File: src/rtl/burst_beat_source_if.sv
// Request and beat-enqueue method bundle around burst_beat_source.
// No logic; carries the req/start and out/enq method signals.
// slave is the burst source's view, master is the surrounding logic's view.
interface burst_beat_source_if;
    // request method: payload {addr[14:10], len[9:6], id[5:0]}
    logic        req_start_ena;
    logic [14:0] req_start_v;
    logic        req_start_rdy;
    // beat enqueue method: payload {addr[15:11], count[10:7], id[6:1], last[0]}
    logic        out_enq_ena;
    logic [15:0] out_enq_v;
    logic        out_enq_rdy;

    modport slave (
        input  req_start_ena,
        input  req_start_v,
        input  out_enq_rdy,
        output req_start_rdy,
        output out_enq_ena,
        output out_enq_v
    );

    modport master (
        output req_start_ena,
        output req_start_v,
        output out_enq_rdy,
        input  req_start_rdy,
        input  out_enq_ena,
        input  out_enq_v
    );
endinterface

File: src/rtl/burst_beat_source.sv
// Expands one burst request into a stream of addressed, numbered beats.
// First beat offered the cycle after the request is taken; one beat per cycle.
// Downstream RDY low stalls the burst with payload held; requests blocked while busy.
module burst_beat_source #(
    parameter int ADDR_STRIDE = 1
) (
    input  logic                        CLK,
    input  logic                        RST,
    burst_beat_source_if.slave          bus,
    output logic                        busy,
    output logic [7:0]                  bursts_done
);

    typedef struct packed {
        logic [4:0] addr;
        logic [3:0] len;
        logic [5:0] id;
    } req_t;

    typedef struct packed {
        logic [4:0] addr;
        logic [3:0] count;
        logic [5:0] id;
        logic       last;
    } beat_t;

    typedef enum logic {
        IDLE  = 1'b0,
        BURST = 1'b1
    } state_t;

    // stride folded into the 5-bit address space so the add wraps naturally
    localparam logic [4:0] STRIDE5 = 5'(ADDR_STRIDE % 32);

    state_t     state_q, state_d;
    logic [4:0] cur_addr;
    logic [3:0] cur_idx;
    logic [3:0] last_idx;
    logic [5:0] cur_id;

    req_t       req;
    beat_t      beat;
    logic       accept;
    logic       step;
    logic       finish;
    logic       req_rdy;
    logic       enq_ena;
    logic       in_burst;

    assign req = req_t'(bus.req_start_v);

    // state register
    always_ff @(posedge CLK) begin
        if (RST) begin
            state_q <= IDLE;
        end else begin
            state_q <= state_d;
        end
    end

    // next state, method readiness, beat payload and datapath controls
    always_comb begin
        state_d  = state_q;
        req_rdy  = 1'b0;
        enq_ena  = 1'b0;
        in_burst = 1'b0;
        accept   = 1'b0;
        step     = 1'b0;
        finish   = 1'b0;
        beat     = '0;
        case (state_q)
            IDLE: begin
                req_rdy = 1'b1;
                if (bus.req_start_ena) begin
                    accept  = 1'b1;
                    state_d = BURST;
                end
            end
            BURST: begin
                in_burst   = 1'b1;
                // ENA follows RDY directly so a beat is never offered unready
                enq_ena    = bus.out_enq_rdy;
                beat.addr  = cur_addr;
                beat.count = cur_idx;
                beat.id    = cur_id;
                beat.last  = (cur_idx == last_idx);
                if (enq_ena) begin
                    if (beat.last) begin
                        finish  = 1'b1;
                        state_d = IDLE;
                    end else begin
                        step = 1'b1;
                    end
                end
            end
            default: begin
                state_d = IDLE;
            end
        endcase
    end

    // burst context: loaded on accept, advanced on each non-final beat
    always_ff @(posedge CLK) begin
        if (RST) begin
            cur_addr <= '0;
            cur_idx  <= '0;
            last_idx <= '0;
            cur_id   <= '0;
        end else if (accept) begin
            cur_addr <= req.addr;
            cur_idx  <= '0;
            last_idx <= req.len;
            cur_id   <= req.id;
        end else if (step) begin
            cur_addr <= cur_addr + STRIDE5;
            cur_idx  <= cur_idx + 4'd1;
        end
    end

    // completed-burst counter, free-running 8-bit wrap
    always_ff @(posedge CLK) begin
        if (RST) begin
            bursts_done <= '0;
        end else if (finish) begin
            bursts_done <= bursts_done + 8'd1;
        end
    end

    assign bus.req_start_rdy = req_rdy;
    assign bus.out_enq_ena   = enq_ena;
    assign bus.out_enq_v     = beat;
    assign busy              = in_burst;

endmodule
File: src/flat_wrapper.sv
// flat-port wrapper written by rule: the top's interface ports become plain ports
module burst_beat_source_flat 
#(
    parameter int ADDR_STRIDE = 1
)
  (CLK, RST, busy, bursts_done, bus_req_start_ena, bus_req_start_v, bus_out_enq_rdy, bus_req_start_rdy, bus_out_enq_ena, bus_out_enq_v);
  burst_beat_source_if bus_i ();
  input  logic CLK;
  input  logic RST;
  output logic busy;
  output logic [7:0] bursts_done;
  input wire logic [$bits(bus_i.req_start_ena)-1:0] bus_req_start_ena;
  input wire logic [$bits(bus_i.req_start_v)-1:0] bus_req_start_v;
  input wire logic [$bits(bus_i.out_enq_rdy)-1:0] bus_out_enq_rdy;
  output wire logic [$bits(bus_i.req_start_rdy)-1:0] bus_req_start_rdy;
  output wire logic [$bits(bus_i.out_enq_ena)-1:0] bus_out_enq_ena;
  output wire logic [$bits(bus_i.out_enq_v)-1:0] bus_out_enq_v;
  assign bus_i.req_start_ena = bus_req_start_ena;
  assign bus_i.req_start_v = bus_req_start_v;
  assign bus_i.out_enq_rdy = bus_out_enq_rdy;
  assign bus_req_start_rdy = bus_i.req_start_rdy;
  assign bus_out_enq_ena = bus_i.out_enq_ena;
  assign bus_out_enq_v = bus_i.out_enq_v;
  burst_beat_source #(.ADDR_STRIDE(ADDR_STRIDE)) u_core (.CLK(CLK), .RST(RST), .bus(bus_i), .busy(busy), .bursts_done(bursts_done));
endmodule
File: config.mk
export PLATFORM = sky130hd
export DESIGN_NAME = burst_beat_source_flat
export DESIGN_NICKNAME = d
export VERILOG_FILES = /design/src/rtl/burst_beat_source_if.sv /design/src/rtl/burst_beat_source.sv /design/src/flat_wrapper.sv
export SDC_FILE = /design/constraint.sdc
export NUM_CORES = 1
export LEC_CHECK = 0
export CAP_MARGIN = 10
export CORE_MARGIN = 2
export CORE_UTILIZATION = 40
export CTS_BUF_LIST = sky130_fd_sc_hd__clkbuf_16
export DETAILED_ROUTE_END_ITERATION = 10
export PLACE_DENSITY = 0.74
export SLEW_MARGIN = 20
export SYNTH_ARGS = -nofsm -noshare
export SYNTH_HDL_FRONTEND = slang
export SYNTH_SLANG_ARGS = --single-unit
File: constraint.sdc
create_clock -name CLK -period 1.6 [get_ports CLK]
set_clock_uncertainty 0.1 [all_clocks]
set_input_delay 0.48 -clock CLK [delete_from_list [all_inputs] [get_ports CLK]]
set_output_delay 0.48 -clock CLK [all_outputs]
set_load 0.02 [all_outputs]
== Word level (Yosys, flattened, before mapping) ==
Index checks and enable logic that the tools add are counted.

* Register bits after elaboration: 28
* Logic and storage cells: 29
* Output and inout port bits: 27

* Bitwise operators: 1
* Add/subtract/negate cells: 3
* Equality and inequality tests: 1
* Reduce and logical (&&, ||, !) cells: 2
* Muxes and demuxes: 16

{| class="wikitable"
|+ Operator list
! kind !! count
|-
| $mux 16 || 1
|-
| $mux 1 || 12
|-
| $mux 5 || 2
|-
| $add 8x1->8 const B || 1
|-
| $add 5x1->5 const B || 1
|-
| $add 4x1->4 const B || 1
|-
| $eq 4x4->1 || 1
|-
| $pmux 1 s2 || 1
|-
| $reduce_bool 2->1 || 1
|-
| $reduce_or 2->1 || 1
|-
| $not 1->1 || 1
|}

== Longest topological paths before layout ==
* Depth after elaboration: 6
* Gate-level depth with buffers: 6

== Least setup slack after synthesis ==
No wires, ideal clock.

* Path type: register to output
* Start point: register u_core.state_q
* End point: output port bus_out_enq_v[0]
* Data required time: 1020 ps
* Arrival: 1344 ps
* Stages on the path, launching flop included: 5
* Path slack: -324 ps
* Buffers on the path: 2
* Cell sequence: dfxtp_1 clkbuf_2 clkbuf_1 inv_1 nor2_1

* Longest elaborated chain between the ends: 1

{| class="wikitable"
|+ RTL lines
! element !! RTL line !! text
|-
| from (decl) || burst_beat_source.sv:35 || <nowiki>state_t state_q, state_d;</nowiki>
|-
| from (signal assigned) || burst_beat_source.sv:57 || <nowiki>state_q <= state_d;</nowiki>
|-
| $mux 16 || burst_beat_source.sv:71 || <nowiki>case (state_q)</nowiki>
|-
| to (decl) || flat_wrapper.sv:17 || <nowiki>output wire logic [$bits(bus_i.out_enq_v)-1:0] bus_out_enq_v;</nowiki>
|}

Every way passes these cells.

== Final worst setup path ==
* Start point: register u_core.cur_idx[0]
* End point: output port bus_out_enq_v[0]

* Longest elaborated chain between the ends: 2

{| class="wikitable"
|+ RTL lines
! element !! RTL line !! text
|-
| from (decl) || burst_beat_source.sv:37 || <nowiki>logic [3:0] cur_idx;</nowiki>
|-
| from (signal assigned) || burst_beat_source.sv:116 || <nowiki>cur_idx <= cur_idx + 4'd1;</nowiki>
|-
| $eq 4x4->1 || burst_beat_source.sv:86 || <nowiki>beat.last = (cur_idx == last_idx);</nowiki>
|-
| $mux 16 || burst_beat_source.sv:71 ||
|}

Every way passes these cells.

==> flow_metrics.tcl <==
set metrics [dict create \
    status "finished with violations" \
    violations "setup timing" \
    tightest_slew_ns 0.346 \
    final_core_util_pct 75.7 \
    final-max-slew-violation-count 0 \
    grt_pass1_vias 1600 \
    first_pass_iters 5 \
    synth_mux_area_share_pct 2.18 \
    routedWlPerCell_um 16.7 \
    antenna_found_initial 0 \
    grt_util_met3_pct 3.06 \
    max-slew-margin-rel_pct 76.7 \
    netlist_instances 168 \
    hold_viol 0 \
    portBuffers 45 \
    clk_latency_ns 0.26 \
    dpl.hpwl_um 2980 \
    fin_area_um2 2510 \
    holdBufCountCts 0 \
    crit_path_start "u_core.cur_idx[0]" \
    fin_ws_ns -0.208 \
    syn2layout_area_growth_pct 82.1 \
    cts_tree "done" \
    final-setup-viol-count 31 \
    synth_compound_area_share_pct 17.2 \
    ctsLongestPathBuffers 2 \
    cp_data_required_time_ns 1.02 \
    r2r_cells 5 \
    p_leak_nw 1.04 \
    critical-path-slowest-cell "dfxtp_4" \
    final_antenna_net_count 0 \
    drive_gt1_share_pct 44.5 \
    ys_types 30 \
    synth-seq-cells 28 \
    drt_wl_total_um 4900 \
    mappedNetlistNets 190 \
    synth-xor-area-share_pct 3.82 \
    critPathLaunchType "register" \
    gr-max-usage-layer "met2" \
    dieWidth_um 62.7 \
    groute.usage.overall_pct 23.8 \
    r2r_start "u_core.cur_idx[0]" \
    drt_iter0_markers 105 \
    crit_buf_inv 1 \
    vias_per_cell 5.46 \
    setup-tns-final_ns -2.24 \
    clk_pin_slew_ns 0.07 \
    num_antenna_cells 0 \
    grt_overflow 0 \
    path_class "reg -> out" \
    grt_setup_unrepaired "true" \
    cap_viol_max_count 0 \
    cts_sinks 28 \
    avgSynthCellArea_um2 8.19 \
    critical_path_cell_count 4 \
    min_period_ns 1.81 \
    grt_pass1_wl_um 7450 \
    ctsHtreeMaxLevel 1 \
    grt.met2_usage_pct 42.9 \
    synth_top_family_by_area "simple AND/OR/NAND/NOR gates" \
    vdd_drop_max_uv 379 \
    route.detailed.drc 0 \
    power_mw 1.81 \
    synth_area_um2 1380 \
    hp-class "reg -> reg" \
    synth_seq_area_share_pct 40.7 \
    max_freq_mhz 553 \
    place_area_um2 2100 \
    mostFrequentLayoutCell "buf_4" \
    yosys_warnings 0 \
    yosys.area_share.simple_pct 28.5 \
    cts_root_buf "clkbuf_16" \
    period_share_pct 113 \
    cp_max_fo 2 \
    layout_common_cells "29 x buf_4, 27 x buf_6, 22 x nand2_1" \
    core_region_area_um2 3310 \
    die_area_um2 3930 \
    rrSetupSlack_ns -0.17 \
    grt_max_degree 18 \
    ios 46 \
    worst_setup_path_endpoint "bus_out_enq_v[0]" \
    crit_path_end_kind "primary output" \
    grt.met1_usage_pct 28.9 \
    cp_top_family "flip-flops" \
    cts_inserted_buffers 3 \
    num_rows 21 \
    p_per_area_nw_per_um2 723 \
    vias 1599 \
    die_h_um 62.7 \
    place.gp.congestion 0.823 \
    nets 270 \
    max_stage_delay_ns 0.37 \
    synthAdderAreaFrac_pct 2.73 \
    crit_chain "xnor2_4, nand4_4, nor2_4, buf_6" \
    start_util_pct 41.6 \
    worstPathArrival_ns 1.23 \
    worstReg2RegEnd "u_core.bursts_done[5]" \
]
Yosys cell counts:
master	instances	share of area (%)
nand2_2	1	0.45
o31ai_1	6	3.3
or4_1	6	3.3
and2_1	17	7.7
mux2i_1	3	2.2
o21ai_0	7	2.5
a31o_2	1	0.64
buf_4	1	0.55
nand4_1	2	0.91
a21oi_1	21	7.6
inv_1	5	1.4
clkbuf_1	8	2.2
dfxtp_1	28	41
nand2b_1	1	0.45
o221a_2	1	0.82
clkbuf_2	1	0.36
and3_1	2	0.91
and4_1	2	1.3
nand2_1	22	6.0
nor2_1	3	0.82
nand3_1	7	2.5
nand4_2	1	0.91
a211oi_1	3	1.6
nor3_1	4	1.5
or3_1	3	1.4
a41oi_1	1	0.64
buf_2	1	0.36
nor2b_1	1	0.45
ha_1	3	2.7
xnor2_1	6	3.8
registers in the layout, indices dropped and copies added (netlist names):
signal,cells
u_core.bursts_done,8
u_core.cur_id,6
u_core.cur_addr,5
u_core.cur_idx,4
u_core.last_idx,4
u_core.state_q,1
worst min-delay path by stage:
stage | from | endpoint | slack [ns] | depth (start not counted)
floorplan | u_core.cur_id[0] | u_core.cur_id[0] | 0.33 | 2
global placement | u_core.cur_id[3] | u_core.cur_id[3] | 0.34 | 2
detailed placement | u_core.cur_id[0] | u_core.cur_id[0] | 0.35 | 2
CTS | u_core.cur_id[0] | u_core.cur_id[0] | 0.36 | 2
global route | u_core.cur_id[2] | u_core.cur_id[2] | 0.40 | 2
finish | u_core.cur_id[0] | u_core.cur_id[0] | 0.37 | 2
through the flow:
step	setup WS, ns	std cells	hold slack (ns)
floorplan	-0.00724	168	0.332
global placement	-0.650	276	0.339
detailed placement	-0.670	276	0.352
CTS	-0.205	289	0.364
global route	-0.257	293	0.402
finish	-0.208	293	0.366
power breakdown:
part | total (mW) | switching [mW] | internal [mW]
clock network | 0.576 | 0.240 | 0.335
registers | 0.759 | 0.0298 | 0.729
logic | 0.479 | 0.220 | 0.258
area by class of cell:
class | count | area, um^2
Inverter | 5 | 23.8
Clock buffer | 3 | 75.1
Fill cell | 243 | 805
Clock inverter | 1 | 3.75
Sequential cell | 28 | 577
Multi-Input combinational cell | 124 | 933
Tap cell | 46 | 57.6
Timing Repair Buffer | 86 | 836
cell families (layout without fill, tap and decap cells):
group | after synthesis | in the layout
simple gates | 72 | 72
compound gates | 40 | 40
flops | 28 | 28
buf+inv | 16 | 95
xor+xnor | 6 | 6
fa+ha+maj | 3 | 3
mux | 3 | 3
layer usage:
metal,share of wire (%),vias to the layer above
met5,0,-
met4,1.2,0
met3,4.6,6
met2,53,67
li1,-,751
met1,41,775
what timing repair did:
action | CTS | global route
gates cloned | 2 | 0
hold endpoints to repair | 0 | 0
pin swaps | 7 | 9
setup buffers | 7 | 6
endpoints found under the setup margin | 44 | 45
gates resized for setup | 141 | 37
worst reg2reg max path, stage by stage, from the launching register on:
cell	delay [ns]
dfxtp_4	0.37
xnor2_4	0.20
nand4_4	0.16
buf_8	0.18
or4_4	0.52
a21oi_2	0.17
Power figures use the tool's default switching activity.
